`src/rtl/muldiv.sv`:
```
// ---------------------------------------------------------------------------
// muldiv: iterative 32-bit multiply / divide unit with HI/LO result registers.
//
// An accepted start latches operand magnitudes. The unit then runs 32
// shift-add (multiply) or restoring-divide iterations, one per clock. A final
// cycle applies sign correction and writes HI/LO. That gives 33 clocks from
// the start edge to the HI/LO update; done pulses in the cycle after.
//
// Build option:
//   MULDIV_DIV_EN  when defined, DIV/DIVU are implemented. When undefined, the
//                  divider datapath is omitted and a start with op[1]=1 is
//                  ignored.
//
// Ports:
//   clk          clock, all state on rising edge
//   rst          asynchronous active-low reset
//   start        operation request, sampled only when idle
//   op[1:0]      00 MULT, 01 MULTU, 10 DIV, 11 DIVU
//   a[31:0]      multiplicand / dividend
//   b[31:0]      multiplier / divisor
//   hi_wr/lo_wr  write wd into HI/LO while idle (dropped if start is accepted)
//   wd[31:0]     write data for hi_wr/lo_wr
//   busy         high while an operation is in flight
//   done         one-cycle pulse after HI/LO take a new result
//   hi/lo[31:0]  registered HI/LO results
// ---------------------------------------------------------------------------
module muldiv (
  input  logic        clk,
  input  logic        rst,
  input  logic        start,
  input  logic [1:0]  op,
  input  logic [31:0] a,
  input  logic [31:0] b,
  input  logic        hi_wr,
  input  logic        lo_wr,
  input  logic [31:0] wd,
  output logic        busy,
  output logic        done,
  output logic [31:0] hi,
  output logic [31:0] lo
);

  typedef enum logic [1:0] {IDLE = 2'd0, RUN = 2'd1, FIX = 2'd2} state_t;

  state_t      state_r, state_s;
  logic        accept_s, load_s, iter_s, fix_s, wr_ok_s;
  logic [4:0]  cnt_r;
  logic [63:0] acc_r;       // multiply: running product; divide: remainder in [63:32]
  logic [31:0] opa_r;       // multiplicand, or dividend shifting into quotient
  logic [31:0] opb_r;       // multiplier (shifts right), or divisor
  logic        neg_r;       // product / quotient must be negated at the end
  logic [32:0] mul_sum_s;
  logic [63:0] prod_s;
  logic [31:0] res_hi_s, res_lo_s;
`ifdef MULDIV_DIV_EN
  logic        is_div_r;
  logic        rem_neg_r;   // remainder takes the sign of the dividend
  logic        div_zero_r;
  logic [32:0] trial_s, diff_s;
  logic        qbit_s;
`endif

  // Magnitude of x when it is a signed operand, otherwise x unchanged.
  function automatic logic [31:0] mag32(input logic [31:0] x, input logic sgn);
    if (sgn && x[31]) mag32 = 32'd0 - x;
    else              mag32 = x;
  endfunction

  // Start acceptance: divide requests are dropped when the divider is not built
  always_comb begin
`ifdef MULDIV_DIV_EN
    accept_s = start;
`else
    accept_s = start & ~op[1];
`endif
  end

  // State register
  always_ff @(posedge clk or negedge rst) begin
    if (!rst) state_r <= IDLE;
    else      state_r <= state_s;
  end

  // Next-state logic
  always_comb begin
    state_s = state_r;
    case (state_r)
      IDLE:    if (accept_s) state_s = RUN; else state_s = IDLE;
      RUN:     if (cnt_r == 5'd31) state_s = FIX; else state_s = RUN;
      FIX:     state_s = IDLE;
      default: state_s = IDLE;
    endcase
  end

  // Control decode per state
  always_comb begin
    load_s  = 1'b0;
    iter_s  = 1'b0;
    fix_s   = 1'b0;
    wr_ok_s = 1'b0;
    case (state_r)
      IDLE: begin
        load_s  = accept_s;
        wr_ok_s = ~accept_s;   // an accepted start wins over MTHI/MTLO
      end
      RUN:     iter_s = 1'b1;
      FIX:     fix_s  = 1'b1;
      default: load_s = 1'b0;
    endcase
  end

  // Iteration arithmetic
  always_comb begin
    mul_sum_s = {1'b0, acc_r[63:32]} + (opb_r[0] ? {1'b0, opa_r} : 33'd0);
`ifdef MULDIV_DIV_EN
    trial_s = {acc_r[63:32], opa_r[31]};
    diff_s  = trial_s - {1'b0, opb_r};
    qbit_s  = ~diff_s[32];     // no borrow: divisor fits into the trial remainder
`endif
  end

  // Operand latch and per-cycle iteration
  always_ff @(posedge clk or negedge rst) begin
    if (!rst) begin
      cnt_r      <= 5'd0;
      acc_r      <= 64'd0;
      opa_r      <= 32'd0;
      opb_r      <= 32'd0;
      neg_r      <= 1'b0;
`ifdef MULDIV_DIV_EN
      is_div_r   <= 1'b0;
      rem_neg_r  <= 1'b0;
      div_zero_r <= 1'b0;
`endif
    end else if (load_s) begin
      cnt_r      <= 5'd0;
      acc_r      <= 64'd0;
      opa_r      <= mag32(a, ~op[0]);
      opb_r      <= mag32(b, ~op[0]);
      neg_r      <= ~op[0] & (a[31] ^ b[31]);
`ifdef MULDIV_DIV_EN
      is_div_r   <= op[1];
      rem_neg_r  <= ~op[0] & a[31];
      div_zero_r <= (b == 32'd0);
`endif
    end else if (iter_s) begin
      cnt_r <= cnt_r + 5'd1;
`ifdef MULDIV_DIV_EN
      if (is_div_r) begin
        acc_r[63:32] <= qbit_s ? diff_s[31:0] : trial_s[31:0];
        opa_r        <= {opa_r[30:0], qbit_s};
      end else begin
        acc_r <= {mul_sum_s, acc_r[31:1]};
        opb_r <= {1'b0, opb_r[31:1]};
      end
`else
      acc_r <= {mul_sum_s, acc_r[31:1]};
      opb_r <= {1'b0, opb_r[31:1]};
`endif
    end
  end

  // Sign correction of the finished result
  always_comb begin
    prod_s   = neg_r ? (64'd0 - acc_r) : acc_r;
    res_hi_s = prod_s[63:32];
    res_lo_s = prod_s[31:0];
`ifdef MULDIV_DIV_EN
    if (is_div_r) begin
      // divide by zero: quotient all ones, remainder equals the raw dividend
      res_lo_s = div_zero_r ? 32'hFFFF_FFFF : (neg_r ? (32'd0 - opa_r) : opa_r);
      res_hi_s = rem_neg_r ? (32'd0 - acc_r[63:32]) : acc_r[63:32];
    end else begin
      res_hi_s = prod_s[63:32];
      res_lo_s = prod_s[31:0];
    end
`endif
  end

  // Registered outputs: HI/LO, busy, done
  always_ff @(posedge clk or negedge rst) begin
    if (!rst) begin
      hi   <= 32'd0;
      lo   <= 32'd0;
      busy <= 1'b0;
      done <= 1'b0;
    end else begin
      busy <= (state_s != IDLE);
      done <= fix_s;
      if (fix_s) begin
        hi <= res_hi_s;
        lo <= res_lo_s;
      end else if (wr_ok_s) begin
        if (hi_wr) hi <= wd;
        if (lo_wr) lo <= wd;
      end
    end
  end

endmodule

```
`config.mk`:
```
export PLATFORM = sky130hd
export DESIGN_NAME = muldiv
export DESIGN_NICKNAME = d
export VERILOG_FILES = /design/src/rtl/muldiv.sv
export SDC_FILE = /design/constraint.sdc
export NUM_CORES = 1
export LEC_CHECK = 0
export ABC_AREA = 0
export BUFFER_PORTS_ARGS = -buffer_cell sky130_fd_sc_hd__buf_2
export CORE_MARGIN = 5
export CORE_UTILIZATION = 50
export DETAILED_ROUTE_END_ITERATION = 10
export PLACE_DENSITY_LB_ADDON = 0.05
export SYNTH_ARGS = -nofsm -noshare
export SYNTH_HDL_FRONTEND = slang
export SYNTH_SLANG_ARGS = --single-unit
```
`constraint.sdc`:
```
create_clock -name clk -period 3.1 [get_ports clk]
set_clock_uncertainty 0.15 [all_clocks]
set_input_delay 0.31 -clock clk [delete_from_list [all_inputs] [get_ports clk]]
set_output_delay 0.31 -clock clk [all_outputs]
set_load 0.03 [all_outputs]
```
=== Word-level counts from Yosys, hierarchy flattened ===
Cells that the tools add are included.

* Register bits: 202
* Bits in latches: 0
* RAM bits: 0
* ROM bits: 0
* Input port bits: 103
* Output and inout bits: 66
* Word-level logic and storage cells: 57
* Memories: 0

* Add/sub/neg operators: 5
* Multipliers: 0
* Divide/modulo/power cells: 0
* Order comparisons: 0
* Equal/unequal tests: 3
* Shifts and indexed selects: 0
* Mux-type cells: 23
* Bitwise logic cells: 6
* Reductions and logical operators: 10

{| class="wikitable"
|+ Operators by type and width
! cell !! count
|-
| two-way mux 32 bit || 11
|-
| two-way mux 64 bit || 3
|-
| subtractor 1 x 32 -> 32 bit, first input constant || 2
|-
| subtractor 1 x 64 -> 64 bit, first input constant || 1
|-
| adder 32 x 32 -> 33 bit || 1
|-
| two-way mux 5 bit || 2
|-
| nonzero test 2 bit || 5
|-
| adder 5 x 1 -> 5 bit, second input constant || 1
|-
| equality test 5 bit, second input constant || 1
|-
| two-way mux 1 bit || 5
|-
| one-hot mux 2 bit (2 select lines) || 1
|-
| AND reduction 2 bit || 2
|-
| inverter 1 bit || 3
|-
| AND 1 bit || 2
|-
| equality test 2 x 1 -> 1 bit, second input constant || 1
|-
| equality test 2 bit, second input constant || 1
|-
| logical AND 1 bit || 2
|-
| logical NOT 2 bit || 1
|-
| two-way mux 2 bit || 1
|-
| XOR 1 bit || 1
|}

=== Longest topological paths before layout ===
* Depth after elaboration: 6
* Mapped depth: 12
* Gate-level depth less buffers: 11

=== Least setup slack after synthesis ===
Ideal clock, no wire load.

* Kind: reg-to-reg
* Start: register acc_r[1]
* End: register hi[8]
* Setup time: 127 ps
* Arrival: 3,049 ps
* Data required time: 2,823 ps
* Setup slack: -226 ps
* Stages on the path, launching flop included: 12
* Path buffers: 2
* Clock period less this slack: 3,326 ps
* Cell sequence: dfrtp_1 > inv_1 > ha_1 > or3b_2 > or4_1 > buf_2 > or4_4 > buf_6 > or4_4 > nor3_2 > nor3_1 > nand3b_1

* Longest elaborated chain between the ends: 3

{| class="wikitable"
|+ Ends and longest elaborated chain
! what !! RTL line !! source
|-
| start: declaration || 48 || <nowiki>logic [63:0] acc_r;</nowiki>
|-
| start signal: assignment || 157 || <nowiki>acc_r <= {mul_sum_s, acc_r[31:1]};</nowiki>
|-
| subtractor 1 x 64 -> 64 bit || 165 || <nowiki>prod_s = neg_r ? (64'd0 - acc_r) : acc_r;</nowiki>
|-
| two-way mux 64 bit || 165 ||
|-
| two-way mux 32 bit || 190 || <nowiki>if (fix_s) begin</nowiki>
|-
| end signal: assignment || 191 || <nowiki>hi <= res_hi_s;</nowiki>
|-
| end signal: assignment || 194 || <nowiki>if (hi_wr) hi <= wd;</nowiki>
|-
| end: declaration || 39 || <nowiki>output logic [31:0] hi,</nowiki>
|}

No other way between the ends.
A chain may end at the register's enable or synchronous reset.

=== Worst setup path after layout ===
* Start: register acc_r[7]
* End: register hi[28]

Same word-level chain as after synthesis.

==> flow_summary.json <==
{
  "vias": 12470,
  "synth_ff_type": "dfrtp_1",
  "critPathLaunch": "acc_r[7]",
  "hp-class": "in -> reg",
  "cts_tree": "done",
  "cts_sinks": 202,
  "violations": "setup timing",
  "holdWs_ns": 0.0146,
  "place_inst": 1990,
  "setup_violations": 2,
  "clkTransAtPathRegs_ns": 0.06,
  "grt-ovfl-total": 0,
  "dp_hpwl_um": 30500,
  "drive_above_1_share": 0.217,
  "grt_max_degree": 79,
  "timing_worst_setup_path_type": "reg -> reg",
  "die_h_um": 170,
  "crit_slowest_cell": "or4_4",
  "worstHoldPathCells": 3,
  "via_per_inst": 5.90,
  "cap_violations": 0,
  "critPathLaunchType": "flop",
  "ys_ff_latch": 202,
  "end_kind": "flop",
  "required_ns": 3.36,
  "htreeDepth": 1,
  "pre_cts_slack_ns": -0.0951,
  "reg2reg_from": "acc_r[7]",
  "finalHoldViolCount": 0,
  "r2r_slack_ns": -0.07,
  "rsz0062_at_grt": "yes",
  "start_util": 0.507,
  "drc_errors": 0,
  "final_core_util": 0.653,
  "worstPathCellList": "or4_4, or4_4, buf_4, buf_6, nor3_2, buf_4, nand4_1, or4_4, o311a_1",
  "core_area_mm2": 0.0252,
  "status": "finished with violations",
  "avgSynthCellArea_um2": 8.75,
  "ios": 169,
  "ys_async_sr_fraction": 1.00,
  "io_buffer_count": 168,
  "fin_crit_ns": 3.17,
  "die_w_um": 170,
  "drt_iter0_markers": 1068,
  "drv_slew": 0,
  "path_max_fanout": 6,
  "r2r_end": "hi[28]",
  "cts_buffers": 23,
  "cts_max_path_buffers": 3,
  "synth_edf_count": 0,
  "yosysWarnings": 0,
  "synthCells": 1461,
  "holdPathEnd": "opa_r[9]",
  "min_from": "a[9]",
  "synth.distinct_cells": 67,
  "power_leakage_nw": 7.38,
  "slew_headroom": 0.550,
  "root_buffer": "clkbuf_16",
  "power_density_mw_per_mm2": 997,
  "worstMarginPinSlew_ns": 0.675,
  "fin_nets": 1910,
  "grtUsageTotal": 0.275,
  "num_antenna_cells": 0,
  "netlist_area_mm2": 0.0128,
  "peakVddDrop_v": 0.000635,
  "slowest_delay_ns": 0.55,
  "cp_common_cell": "or4_4",
  "power_mw": 16.4,
  "finalCritPeriodShare": 1.02,
  "area_delta_synth_final_pct": 28.6,
  "synth_nets": 1602,
  "postLayoutSetupSlackWorst_ns": -0.0729,
  "grt_first_pass_wirelength_um": 64500,
  "fmax_mhz": 315,
  "gp_congestion": 0.927,
  "grt_pass1_vias": 11993,
  "wl_per_cell_um": 19.3,
  "detail-route-antenna-nets": 0,
  "fp.dieArea_mm2": 0.0289,
  "r2r_cells": 9,
  "arrival_ns": 3.43,
  "fin_cells": 2114,
  "seq_area_frac_synth": 0.396,
  "dr.pass1.iters": 5,
  "num_rows": 58,
  "antenna_found_initial": 0,
  "wirelength_um": 40800,
  "clk_latency_ns": 0.53
}
-- synthesized netlist by cell type, types with 28 or more instances --
| cell type | instances | share of area |
|---|---|---|
| xor2_1 | 84 | 0.058 |
| a22oi_1 | 31 | 0.018 |
| o21ai_0 | 145 | 0.057 |
| and2_1 | 35 | 0.017 |
| nand3_1 | 34 | 0.013 |
| a22o_1 | 35 | 0.024 |
| clkbuf_1 | 73 | 0.021 |
| nand2_1 | 187 | 0.055 |
| a21o_1 | 28 | 0.016 |
| ha_1 | 37 | 0.036 |
| nor3_1 | 35 | 0.014 |
| a21oi_1 | 66 | 0.026 |
| nor2_1 | 93 | 0.027 |
| dfrtp_1 | 202 | 0.40 |
| xnor2_1 | 47 | 0.032 |
-- final cells by class --
type / instances / area, um^2
clock buffers: 31 / 656
clock inverters: 9 / 145
fillers: 2148 / 8740
inverters: 19 / 71.3
multi-input cells: 1150 / 7430
flip-flops and latches: 202 / 5060
well taps: 330 / 413
repair buffers: 373 / 2660
-- cells by family (layout without fill, tap and decap cells) --
| kind of cell | count (synthesis) | in the layout | synth area share |
|---|---|---|---|
| AO/OA/AOI/OAI | 470 | 470 | 0.244 |
| multiplexers | 8 | 8 | 0.00627 |
| adder cells (fa/ha/maj) | 38 | 38 | 0.0378 |
| AND/OR/NAND/NOR | 503 | 503 | 0.191 |
| XOR/XNOR | 131 | 131 | 0.0898 |
| flip-flops | 202 | 202 | 0.396 |
| buffers and inverters | 109 | 432 | 0.0356 |
-- worst max-delay path: cells and delay by family (launching register included) --
| kind | cells | cell delay (ns) |
|---|---|---|
| DFF | 1 | 0.37 |
| buffers and inverters | 3 | 0.41 |
| and+or+nand+nor | 5 | 1.84 |
| AOI/OAI and AO/OA | 1 | 0.30 |
-- power breakdown --
| group | internal (mW) | total, mW | switching (mW) |
|---|---|---|---|
| registers | 3.85 | 4.97 | 1.12 |
| clock network | 1.74 | 2.88 | 1.14 |
| logic | 3.54 | 8.55 | 5.01 |
-- state kept, by name, summed over array words and instances (netlist names) --
| register | flops |
|---|---|
| acc_r | 64 |
| busy | 1 |
| cnt_r | 5 |
| done | 1 |
| hi | 32 |
| lo | 32 |
| neg_r | 1 |
| opa_r | 32 |
| opb_r | 32 |
| state_r | 2 |
-- placed cells by master (no fill, tap or decap), drive strengths merged, types with 47 or more instances in the layout --
cell         instances
buf                295
xor2                84
nor2                93
dfrtp              202
o21ai              146
xnor2               47
nand2              187
a21oi               66
dlygate4sd3         76
-- routing by layer --
metal  wire [um]  track usage  up-vias
met5           0            0        -
met4        1530       0.0928        0
met3        2730       0.0346       76
met2       18400        0.440      444
met1       18100        0.388     5938
li1            -            -     6012
-- how the worst max path moves through the flow --
stage | end | slack (ns) | depth (start not counted)
after floorplan | hi[8] | -0.15 | 9
after global placement | hi[25] | -0.06 | 7
after detailed placement | hi[8] | -0.1 | 9
after CTS | hi[8] | -0.08 | 9
after global routing | hi[28] | -0.14 | 9
final | hi[28] | -0.07 | 9
-- metrics by stage --
| stage | setup TNS [ns] | cell area (um^2) |
|---|---|---|
| finish | -0.126 | 16400 |
| global placement | -0.162 | 14600 |
| CTS | -0.121 | 16300 |
| floorplan | -0.329 | 12800 |
| detailed placement | -0.622 | 14600 |
| global route | -0.635 | 16400 |
-- timing repair --
action | 4_1_cts | 5_1_grt
endpoints found under the setup margin | 15 | 40
setup buffers | 2 | 5
endpoints found under the hold margin | 149 | 0
gates cloned | 0 | 1
resized for setup | 11 | 28
hold buffers | 76 | 0
pin swaps | 2 | 6
Power figures use the tool's default switching activity.
